`src/rtl/uart_pkg.sv`:
```
// Shared definitions for the UART transmit path.
//   uart_tx_state_t : transmitter FSM encoding
//   DEF_CLK_FREQ    : default system clock frequency (Hz)
//   DEF_BAUD        : default line rate (bit/s)
//   UART_DATA_AD    : IOBUS address whose write pushes a byte
//   UART_RDY_AD     : IOBUS address whose read returns READY
package uart_pkg;

   typedef enum logic [1:0] {IDLE, START_B, DATA_B, STOP_B} uart_tx_state_t;

   localparam int DEF_CLK_FREQ = 100_000_000;
   localparam int DEF_BAUD     = 115_200;

   localparam logic [31:0] UART_DATA_AD = 32'h1118_0000;
   localparam logic [31:0] UART_RDY_AD  = 32'h111C_0000;

endpackage

```
`src/rtl/uart_tx_fifo_if.sv`:
```
// Host-side handshake bundle of the UART transmitter.
//   start    : 1-cycle write strobe, push data
//   data     : byte to queue
//   ready    : FIFO not full
//   busy     : frame on the line or bytes queued
//   overflow : sticky, a write was dropped while full
//   count    : bytes queued (excluding the byte in flight)
//   tx       : serial line, idle high
// master = bus decode side, slave = transmitter.
interface uart_tx_fifo_if #(
   parameter int FIFO_DEPTH = 8
);
   localparam int CW = $clog2(FIFO_DEPTH) + 1;

   logic          start;
   logic [7:0]    data;
   logic          ready;
   logic          busy;
   logic          overflow;
   logic [CW-1:0] count;
   logic          tx;

   modport master (
      output start, data,
      input  ready, busy, overflow, count, tx
   );

   modport slave (
      input  start, data,
      output ready, busy, overflow, count, tx
   );
endinterface

```
`src/rtl/sync_fifo.sv`:
```
// Single-clock FIFO with registered full/empty/count and a fall-through
// read port (dout always shows the oldest entry).
//   sclk, rst    : clock, asynchronous active-high reset
//   push, din    : write request and data; ignored when full
//   pop          : read request; ignored when empty
//   dout         : head entry
//   full, empty  : registered status
//   count        : number of stored entries
module sync_fifo #(
   parameter int WIDTH = 8,
   parameter int DEPTH = 8
) (
   input  logic                     sclk,
   input  logic                     rst,
   input  logic                     push,
   input  logic [WIDTH-1:0]         din,
   input  logic                     pop,
   output logic [WIDTH-1:0]         dout,
   output logic                     full,
   output logic                     empty,
   output logic [$clog2(DEPTH):0]   count
);
   localparam int AW = $clog2(DEPTH);
   localparam int CW = AW + 1;

   logic [WIDTH-1:0] mem [DEPTH];
   logic [AW-1:0]    wr_ptr;
   logic [AW-1:0]    rd_ptr;
   logic [CW-1:0]    count_nxt;
   logic             push_ok;
   logic             pop_ok;

   // full is the registered flag, so a push on a full edge is dropped even
   // when a pop frees a slot on that same edge
   assign push_ok = push & ~full;
   assign pop_ok  = pop & ~empty;
   assign dout    = mem[rd_ptr];

   always_comb begin
      count_nxt = count;
      if (push_ok && !pop_ok)
         count_nxt = count + 1'b1;
      else if (pop_ok && !push_ok)
         count_nxt = count - 1'b1;
   end

   always_ff @(posedge sclk) begin
      if (push_ok)
         mem[wr_ptr] <= din;
   end

   always_ff @(posedge sclk or posedge rst) begin
      if (rst) begin
         wr_ptr <= '0;
         rd_ptr <= '0;
         count  <= '0;
         full   <= 1'b0;
         empty  <= 1'b1;
      end else begin
         if (push_ok)
            wr_ptr <= wr_ptr + 1'b1;
         if (pop_ok)
            rd_ptr <= rd_ptr + 1'b1;
         count <= count_nxt;
         full  <= (count_nxt == CW'(DEPTH));
         empty <= (count_nxt == '0);
      end
   end

endmodule

```
`src/rtl/uart_tx_fifo.sv`:
```
// Queued 8N1 UART transmitter, LSB first.
//   sclk : system clock
//   rst  : asynchronous active-high reset; aborts any frame in flight
//   bus  : slave side of uart_tx_fifo_if (start/data in; ready, busy,
//          overflow, count, tx out)
//
// state   | meaning
// IDLE    | line high, waiting for a queued byte
// START_B | start bit (low) for one bit time
// DATA_B  | data bits 0..7, one bit time each
// STOP_B  | stop bit (high); pops the next byte at its end if one is queued
module uart_tx_fifo
   import uart_pkg::*;
#(
   parameter int CLK_FREQ   = DEF_CLK_FREQ,
   parameter int BAUD       = DEF_BAUD,
   parameter int FIFO_DEPTH = 8
) (
   input  logic           sclk,
   input  logic           rst,
   uart_tx_fifo_if.slave  bus
);
   localparam int CLKS_PER_BIT = CLK_FREQ / BAUD;
   localparam int TW           = $clog2(CLKS_PER_BIT);
   localparam int CW           = $clog2(FIFO_DEPTH) + 1;
   localparam logic [TW-1:0] BIT_LOAD = TW'(CLKS_PER_BIT - 1);

   uart_tx_state_t state, state_nxt;
   logic [TW-1:0]  timer, timer_nxt;
   logic [2:0]     idx, idx_nxt;
   logic [7:0]     sh, sh_nxt;
   logic           tx_q, tx_nxt;
   logic           ovf_q, ovf_nxt;
   logic           pop;
   logic           bit_done;

   logic [7:0]     fifo_dout;
   logic           fifo_full;
   logic           fifo_empty;
   logic [CW-1:0]  fifo_count;

   sync_fifo #(
      .WIDTH (8),
      .DEPTH (FIFO_DEPTH)
   ) u_fifo (
      .sclk  (sclk),
      .rst   (rst),
      .push  (bus.start),
      .din   (bus.data),
      .pop   (pop),
      .dout  (fifo_dout),
      .full  (fifo_full),
      .empty (fifo_empty),
      .count (fifo_count)
   );

   // bit timer counts down from CLKS_PER_BIT-1; zero ends the current bit
   assign bit_done = (timer == '0);

   always_comb begin
      state_nxt = state;
      timer_nxt = timer;
      idx_nxt   = idx;
      sh_nxt    = sh;
      tx_nxt    = tx_q;
      pop       = 1'b0;
      ovf_nxt   = ovf_q | (bus.start & fifo_full);

      case (state)
         IDLE: begin
            tx_nxt = 1'b1;
            if (!fifo_empty) begin
               pop       = 1'b1;
               sh_nxt    = fifo_dout;
               timer_nxt = BIT_LOAD;
               tx_nxt    = 1'b0;
               state_nxt = START_B;
            end
         end
         START_B: begin
            if (bit_done) begin
               timer_nxt = BIT_LOAD;
               idx_nxt   = 3'd0;
               tx_nxt    = sh[0];
               state_nxt = DATA_B;
            end else begin
               timer_nxt = timer - 1'b1;
            end
         end
         DATA_B: begin
            if (bit_done) begin
               timer_nxt = BIT_LOAD;
               if (idx == 3'd7) begin
                  tx_nxt    = 1'b1;
                  state_nxt = STOP_B;
               end else begin
                  sh_nxt  = {1'b0, sh[7:1]};
                  tx_nxt  = sh[1];
                  idx_nxt = idx + 3'd1;
               end
            end else begin
               timer_nxt = timer - 1'b1;
            end
         end
         STOP_B: begin
            if (bit_done) begin
               // next byte goes straight into its start bit, no idle gap
               if (!fifo_empty) begin
                  pop       = 1'b1;
                  sh_nxt    = fifo_dout;
                  timer_nxt = BIT_LOAD;
                  tx_nxt    = 1'b0;
                  state_nxt = START_B;
               end else begin
                  tx_nxt    = 1'b1;
                  state_nxt = IDLE;
               end
            end else begin
               timer_nxt = timer - 1'b1;
            end
         end
         default: begin
            tx_nxt    = 1'b1;
            state_nxt = IDLE;
         end
      endcase
   end

   always_ff @(posedge sclk or posedge rst) begin
      if (rst) begin
         state <= IDLE;
         timer <= '0;
         idx   <= '0;
         sh    <= '0;
         tx_q  <= 1'b1;
         ovf_q <= 1'b0;
      end else begin
         state <= state_nxt;
         timer <= timer_nxt;
         idx   <= idx_nxt;
         sh    <= sh_nxt;
         tx_q  <= tx_nxt;
         ovf_q <= ovf_nxt;
      end
   end

   assign bus.tx       = tx_q;
   assign bus.ready    = ~fifo_full;
   assign bus.busy     = (state != IDLE) | ~fifo_empty;
   assign bus.overflow = ovf_q;
   assign bus.count    = fifo_count;

endmodule

```
`src/flat_wrapper.sv`:
```
// flat-port wrapper written by rule: the top's interface ports become plain ports
module uart_tx_fifo_flat import uart_pkg::*;
#(
   parameter int CLK_FREQ   = DEF_CLK_FREQ,
   parameter int BAUD       = DEF_BAUD,
   parameter int FIFO_DEPTH = 8
)
  (sclk, rst, bus_start, bus_data, bus_ready, bus_busy, bus_overflow, bus_count, bus_tx);
  uart_tx_fifo_if #(.FIFO_DEPTH(FIFO_DEPTH)) bus_i ();
  input  logic sclk;
  input  logic rst;
  input wire logic [$bits(bus_i.start)-1:0] bus_start;
  input wire logic [$bits(bus_i.data)-1:0] bus_data;
  output wire logic [$bits(bus_i.ready)-1:0] bus_ready;
  output wire logic [$bits(bus_i.busy)-1:0] bus_busy;
  output wire logic [$bits(bus_i.overflow)-1:0] bus_overflow;
  output wire logic [$bits(bus_i.count)-1:0] bus_count;
  output wire logic [$bits(bus_i.tx)-1:0] bus_tx;
  assign bus_i.start = bus_start;
  assign bus_i.data = bus_data;
  assign bus_ready = bus_i.ready;
  assign bus_busy = bus_i.busy;
  assign bus_overflow = bus_i.overflow;
  assign bus_count = bus_i.count;
  assign bus_tx = bus_i.tx;
  uart_tx_fifo #(.CLK_FREQ(CLK_FREQ), .BAUD(BAUD), .FIFO_DEPTH(FIFO_DEPTH)) u_core (.sclk(sclk), .rst(rst), .bus(bus_i));
endmodule
```
`config.mk`:
```
export PLATFORM = sky130hd
export DESIGN_NAME = uart_tx_fifo_flat
export DESIGN_NICKNAME = d
export VERILOG_FILES = /design/src/rtl/uart_pkg.sv /design/src/rtl/uart_tx_fifo_if.sv /design/src/rtl/sync_fifo.sv /design/src/rtl/uart_tx_fifo.sv /design/src/flat_wrapper.sv
export SDC_FILE = /design/constraint.sdc
export NUM_CORES = 1
export LEC_CHECK = 0
export ABC_CLOCK_PERIOD_IN_PS = 2500
export CAP_MARGIN = 30
export CORE_UTILIZATION = 60
export CTS_CLUSTER_SIZE = 10
export DETAILED_ROUTE_END_ITERATION = 16
export GPL_ROUTABILITY_DRIVEN = 0
export PLACE_DENSITY_LB_ADDON = 0.25
export REMOVE_ABC_BUFFERS = 1
export SLEW_MARGIN = 20
export SYNTH_ARGS = -nofsm -noshare
export SYNTH_HDL_FRONTEND = slang
export SYNTH_SLANG_ARGS = --single-unit
```
`constraint.sdc`:
```
create_clock -name sclk -period 2.5 [get_ports sclk]
set_input_delay 0.25 -clock sclk [delete_from_list [all_inputs] [get_ports sclk]]
set_output_delay 0.25 -clock sclk [all_outputs]
set_load 0.02 [all_outputs]
```
==> key figures, run 1 <==
Global route
  • Initial antenna violation count: 0
  • First-pass GRT wire length: ~13000 um
  • All-layer global routing usage: between 20% and 30%
  • Vias in the first global route: approximately 2.8k
  • M3 GR Usage: just over 5%
  • Global route overflow: 0
  • Met1 Use GR: about 30%
  • M2 GR Usage: 38.29%
  • Largest net degree at the start of global routing: 38
  • Busiest grt layer: met2

Synthesis
  • Area contributors post-synth: edfxtp_1 42%, dfrtp_1 19%, mux4_2 7.8%
  • Share of flip-flops with an asynchronous set or reset: a little over a third
  • Count leader, synth: edfxtp_1
  • Synth area leader: edfxtp_1
  • Synth top area share: between 40% and 50%
  • Top FF cell, synth: edfxtp_1
  • Mapped Area: 4611 um2
  • Post-synth EDFFs: 64
  • Post-synthesis sequential area ratio: between 60 and 70%
  • Flop and latch count out of synthesis: between 100 and 150
  • Synthesized area per cell: around 14 um2
  • Library cells used by synthesis: 49
  • Synth warnings: 0
  • Most common library cells after synthesis: 64 x edfxtp_1, 35 x dfrtp_1, 31 x nand2_1, 26 x nor2_1, 16 x mux4_2
  • Post-Synthesis Cells: between 300 and 400

STA
  • Final TNS setup: 0 ns
  • Max frequency: between 400 and 500 MHz
  • Final setup vio count: 0
  • Post-route clock period utilization: 92.09%
  • Max_slew headroom: a little under 50%
  • Worst-Margin Slew: 0.7571 ns
  • Final Critical Period: between 2 and 2.5 ns
  • Clock skew: approximately 0.012 ns
  • RSZ-0062 raised after global routing: false
  • Max-slew violation count: 0
  • Final Hold Fails: 0

Placement
  • Placed Cells: 453
  • Port Buffers: 18
  • Hpwl dp: 5753 um

CTS
  • Inserted Clock Buffers: 9
  • CTS H-Tree Depth: 3
  • TritonCTS clock tree: built
  • Worst-path clk slew: between 0.1 and 0.15 ns
  • Insertion delay to the later sink of the worst-skew pair: between 0.3 and 0.4 ns
  • Clock Sinks: about 100
  • Root Driver: clkbuf_8
  • Max Root-Sink Buffers: 2

Floorplan
  • Row Count: 31
  • Die height: 89.66 um
  • Area of the die: ~8000 um2
  • Chip width: roughly 90 um
  • I/O Pins: 19
  • Core area: between 7000 and 8000 um2
  • Initial Utilization: a little over three fifths

Drt
  • Drt initial violations: ~150
  • Router iterations before antenna repair: 4
  • Post-route ant nets: 0
  • Via count: approximately 2.8k
  • Remaining DRCs: 0
  • Routed vias/inst: around 6
  • Routed wire length: ~8400 um
  • Wire per inst: between 15 and 20 um

Power and ir drop
  • Static leakage: just under 2 nW
  • PD cells: between 1000 and 1500 nW/um2
  • Worst vdd ir: between 0.0005 and 0.0006 V

Critical path
  • Worst Reg-to-Reg Cells: 9
  • Critical Path Fanout Max: 7
  • RR Endpoint: u_core.u_fifo.empty$_DFF_PP1_
  • Critical path class: reg2reg
  • Crit path buffers/inverters: 2
  • Arrival @ worst endpoint: 2.61 ns
  • R2r startpoint: u_core.timer[0]$_DFF_PP0_
  • CP top delay family: simple AND/OR/NAND/NOR gates
  • Critical Path RT: about 2.8 ns
  • Critical-path top delay cell: dfrtp_1
  • Startpoint types: flop
  • CP endpoint kind: flop
  • CP peak stage delay: about 0.43 ns
  • Crit-path cells: inv_1, ha_1, nor2b_1, buf_4, a41oi_4, nor4_4, a22oi_1, xor2_1, o311a_1
  • Reg2Reg Setup Slack: between 0.15 and 0.2 ns

Layout
  • Share of layout cells above drive strength 1: between 10% and 20%
  • Post-route insts no fill: 469
  • Layout area overhead: 12.75%
  • N_diodes: 0
  • NumNets Final: approximately 400
  • Post-Route Utilization: ~71%

Hold path
  • HP Class: in2async

Status
  • Status: completed

Job
  • Max-cap viol count: 0
## registers in the layout, summed over array words and instances, names as in the netlist
register / flops
u_core.bus.tx: 1
u_core.sh: 8
u_core.u_fifo.rd_ptr: 3
u_core.u_fifo.full: 1
u_core.u_fifo.wr_ptr: 3
u_core.u_fifo.empty: 1
u_core.bus.overflow: 1
u_core.idx: 3
u_core.u_fifo.count: 4
u_core.state: 2
u_core.timer: 10
u_core.u_fifo.mem: 64
## area by class of cell
type	instances	area, um2
multi-input combinational	207	1660
fill	494	2132
tap	99	123.9
clock inverter	7	91.34
clock buffer	9	123.9
inverter	11	41.29
timing repair buffer	35	307.8
sequential	101	2850
## through the flow
| stage | setup slack [ns] | hold slack, ns | instance area (um2) | power [mW] |
|---|---|---|---|---|
| final | 0.1977 | 0.2712 | 5199 | 6.579 |
| after global routing | 0.001846 | 0.3154 | 5199 | 7.016 |
| after CTS | 0.1909 | 0.2904 | 5195 | 6.599 |
| after detailed placement | 0.1856 | 0.4630 | 4980 | 5.527 |
| after global placement | 0.2875 | 0.4390 | 4980 | 5.395 |
| after floorplan | 0.3323 | 0.3489 | 4548 | 4.670 |
## power breakdown
group          switching, mW  internal [mW]
Sequential             0.427           2.24
Clock                  0.658          0.422
Combinational           1.50           1.33
Total                   2.59           3.99
## how the worst max path moves through the flow
stage	slack (ns)	endpoint	depth (start not counted)	startpoint
CTS	0.19	u_core.sh[2]$_DFFE_PP0P_	7	u_core.timer[0]$_DFF_PP0_
floorplan	0.33	u_core.sh[7]$_DFFE_PP0P_	7	u_core.timer[0]$_DFF_PP0_
global route	0.002	u_core.u_fifo.empty$_DFF_PP1_	9	u_core.timer[0]$_DFF_PP0_
finish	0.20	u_core.u_fifo.empty$_DFF_PP1_	9	u_core.timer[0]$_DFF_PP0_
global placement	0.29	u_core.u_fifo.empty$_DFF_PP1_	7	u_core.timer[7]$_DFF_PP0_
detailed placement	0.19	u_core.sh[3]$_DFFE_PP0P_	7	u_core.timer[0]$_DFF_PP0_
## kinds of logic after synthesis
logic type / after synthesis / share of synthesized area (%)
compound gates: 66 / 10.20
xor+xnor: 7 / 1.330
fa+ha+maj: 13 / 3.528
buf+inv: 26 / 2.252
flops: 101 / 61.82
mux: 28 / 10.56
simple gates: 93 / 10.31
## placed cells by master (no fill, tap or decap), drive strengths merged, types with 5 or more instances in the layout
| cell | instances |
|---|---|
| edfxtp | 64 |
| nand2 | 31 |
| buf | 17 |
| mux2i | 7 |
| dfrtp | 35 |
| nor2 | 26 |
| clkdlybuf4s50 | 18 |
| o21ai | 19 |
| mux4 | 16 |
| o31ai | 5 |
| mux2 | 5 |
| a22o | 6 |
| clkbuf | 9 |
| inv | 17 |
| a21oi | 13 |
| nor4 | 5 |
| ha | 13 |
| nor3 | 10 |
## worst reg2reg max path, stage by stage (launching register included)
cell and delay [ns]:
dfrtp_1 0.43, inv_1 0.12, ha_1 0.15, nor2b_1 0.16, buf_4 0.16, a41oi_4 0.15
nor4_4 0.41, a22oi_1 0.18, xor2_1 0.25, o311a_1 0.23
## timing repair
| item | CTS | global route |
|---|---|---|
| setup buffers | 0 | 0 |
| endpoints found under the setup margin | 0 | 8 |
| resized for setup | 0 | 1 |
| hold buffers | 0 | 0 |
| endpoints found under the hold margin | 0 | 0 |
## per-layer routing
layer	routed length (um)	part of all wire (%)
met2	4186	50
met1	3626	43
met4	208	2.5
met5	0	0
met3	383	4.6
Power figures use the tool's default switching activity.
==> inputs of run 2 (changes only) <==
--- a/config.mk
+++ b/config.mk
@@ -7,6 +7,7 @@
 export LEC_CHECK = 0
 export ABC_CLOCK_PERIOD_IN_PS = 2500
 export CAP_MARGIN = 30
+export CORE_MARGIN = 4
 export CORE_UTILIZATION = 60
 export CTS_CLUSTER_SIZE = 10
 export DETAILED_ROUTE_END_ITERATION = 16
==> key figures, run 2 (same netlist as run 1, synthesis figures left out) <==
CTS
  • TritonCTS clock tree: built
  • Root Driver: clkbuf_8
  • Hold Buf Count CTS: 0 (unchanged)
  • Buffer count from post-CTS setup fixing: 0 (unchanged)
  • CTS H-Tree Depth: 3 (unchanged)
  • Worst-path clk slew: 0.11 ns (about the same)
  • Post_cts resized: 0 (unchanged)
  • Insertion delay to the later sink of the worst-skew pair: 0.37 ns (about the same)
  • Clock Sinks: 101 (unchanged)
  • Max Root-Sink Buffers: 2 (unchanged)
  • Inserted Clock Buffers: 9 (unchanged)

Drt
  • Routed wire length: 7963 um (-5.3%)
  • Router iterations before antenna repair: 4 (unchanged)
  • Remaining DRCs: 0 (unchanged)
  • Wire per inst: 17.05 um (-4.9%)
  • Post-route ant nets: 0 (unchanged)
  • Drt initial violations: 118 (-19%)
  • Routed vias/inst: 5.972 (-0.25%)
  • Via count: 2789 (-0.68%)

Critical path
  • Worst Reg-to-Reg Cells: 7 (-2)
  • Reg2Reg Setup Slack: 0.17 ns (-0.03 ns)
  • Critical Path Fanout Max: 15 (+8)
  • Arrival @ worst endpoint: 2.59 ns (-0.02 ns)
  • R2r startpoint: u_core.timer[0]$_DFF_PP0_
  • Startpoint types: flop
  • Critical path class: reg2reg
  • Critical Path RT: 2.76 ns (-0.05 ns)
  • RR Endpoint: u_core.sh[7]$_DFFE_PP0P_
  • CP endpoint kind: flop

Layout
  • Final instance area: 5191 um2 (-0.14%)
  • Post-route insts no fill: 467 (-0.43%)
  • Biggest regs: u_core.u_fifo.mem (64), u_core.timer (10), u_core.sh (8)
  • NumNets Final: 387 (-0.51%)
  • Commonest non-fill, non-tap cell in the layout: edfxtp_1
  • Register with the most flip-flops: u_core.u_fifo.mem
  • Share of layout cells above drive strength 1: 17.93% (-0.17 points)
  • Post-Route Utilization: 70.44% (-0.48 points)
  • N_diodes: 0 (unchanged)
  • Most frequent cells in the layout: 64 x edfxtp_1, 35 x dfrtp_1, 31 x nand2_1
  • Max reg flops: 64 (unchanged)
  • Layout area overhead: 12.59%

STA
  • Worst-Margin Slew: 0.7256 ns (-0.03147 ns)
  • Max_slew headroom: 51.62% (+2.1 points)
  • Final Critical Period: 2.333 ns (+0.03024 ns)
  • Final TNS setup: 0 ns (unchanged)
  • Final setup vio count: 0 (unchanged)
  • Max-slew violation count: 0 (unchanged)
  • Max frequency: 428.7 MHz (-1.3%)
  • Final Hold Fails: 0 (unchanged)
  • Clock skew: 0.01034 ns (-0.001292 ns)
  • Post-route clock period utilization: 93.30% (+1.2 points)

Job
  • Max-cap viol count: 0 (unchanged)

Placement
  • Port Buffers: 18 (unchanged)
  • Placed Cells: 451 (-0.44%)
  • Dpl cell area: 4965 um2 (-0.30%)
  • Hpwl dp: 5418 um (-5.8%)

Floorplan
  • I/O Pins: 19 (unchanged)
  • Die height: 95.66 um (+6.7%)
  • Initial Utilization: 62.56% (-0.33 points)
  • Chip width: 95.66 um (+6.7%)
  • Area of the die: 9151 um2 (+14%)
  • Core area: 7370 um2 (+0.53%)
  • Row Count: 31 (unchanged)

Global route
  • First-pass GRT wire length: 13400 um (+0.46%)
  • Initial antenna violation count: 0 (unchanged)
  • Vias in the first global route: 2742 (-0.98%)
  • Global route overflow: 0 (unchanged)
  • All-layer global routing usage: 19.36% (-3.9 points)
  • Largest net degree at the start of global routing: 38 (unchanged)

Power and ir drop
  • Worst vdd ir: 0.0008018 V (+38%)
  • Static leakage: 1.967 nW (-0.59%)
  • PD cells: 1254 nW/um2 (-0.89%)

Status
  • Status: completed

Hold path
  • HP Class: in2async
## run 2: changes by cell type in the layout (fill, tap and decap cells not counted)
cell,before,now
inv_12,2,0
ha_2,0,1
buf_4,17,15
inv_8,3,2
ha_1,13,12
clkinv_8,1,4
## run 2: routing by layer
| metal | share of wire, % | track usage [%] |
|---|---|---|
| met1 | 45 | 26.65 |
| met2 | 50 | 31.44 |
| met3 | 3.7 | 4.025 |
| met4 | 1.3 | 5.569 |
| met5 | 0 | 0 |
## run 2: how the worst max path moves through the flow
| stage | depth (start not counted) | from | endpoint | slack, ns |
|---|---|---|---|---|
| CTS | 7 | u_core.timer[0]$_DFF_PP0_ | u_core.sh[7]$_DFFE_PP0P_ | 0.10 |
| global route | 7 | u_core.timer[0]$_DFF_PP0_ | u_core.sh[7]$_DFFE_PP0P_ | -0.01 |
| floorplan | 7 | u_core.timer[0]$_DFF_PP0_ | u_core.sh[7]$_DFFE_PP0P_ | 0.33 |
| detailed placement | 7 | u_core.timer[0]$_DFF_PP0_ | u_core.sh[7]$_DFFE_PP0P_ | 0.14 |
| global placement | 7 | u_core.timer[0]$_DFF_PP0_ | u_core.sh[7]$_DFFE_PP0P_ | 0.25 |
| finish | 7 | u_core.timer[0]$_DFF_PP0_ | u_core.sh[7]$_DFFE_PP0P_ | 0.17 |
## run 2: through the flow
stage               power, mW  setup slack [ns]  hold WS (ns)
finish                  6.511            0.1674        0.2820
global route            6.984         -0.009696        0.3181
CTS                     6.545            0.1042        0.2947
detailed placement      5.484            0.1367        0.4545
global placement        5.378            0.2514        0.4386
floorplan               4.670            0.3323        0.3489
## run 2: critical path, cell delays in order (launching register included)
cell and delay [ns]:
dfrtp_1 0.43, inv_1 0.12, ha_1 0.15, nor2b_1 0.31
nand3_1 0.34, a211oi_1 0.37, o21bai_2 0.21, a22o_1 0.29
## run 2: final cells by class
cell class                      instances  area, um2
Timing Repair Buffer                   33      292.8
Multi-Input combinational cell        207       1663
Clock inverter                          7      96.34
Inverter                               11      41.29
Tap cell                               99      123.9
Clock buffer                            9      123.9
Fill cell                             511       2178
Sequential cell                       101       2850
## run 2: where the power goes
| group | switching [mW] | internal (mW) | total, mW |
|---|---|---|---|
| Combinational | 1.49 | 1.31 | 2.80 |
| Sequential | 0.414 | 2.24 | 2.66 |
| Clock | 0.641 | 0.413 | 1.05 |
| Total | 2.54 | 3.97 | 6.51 |
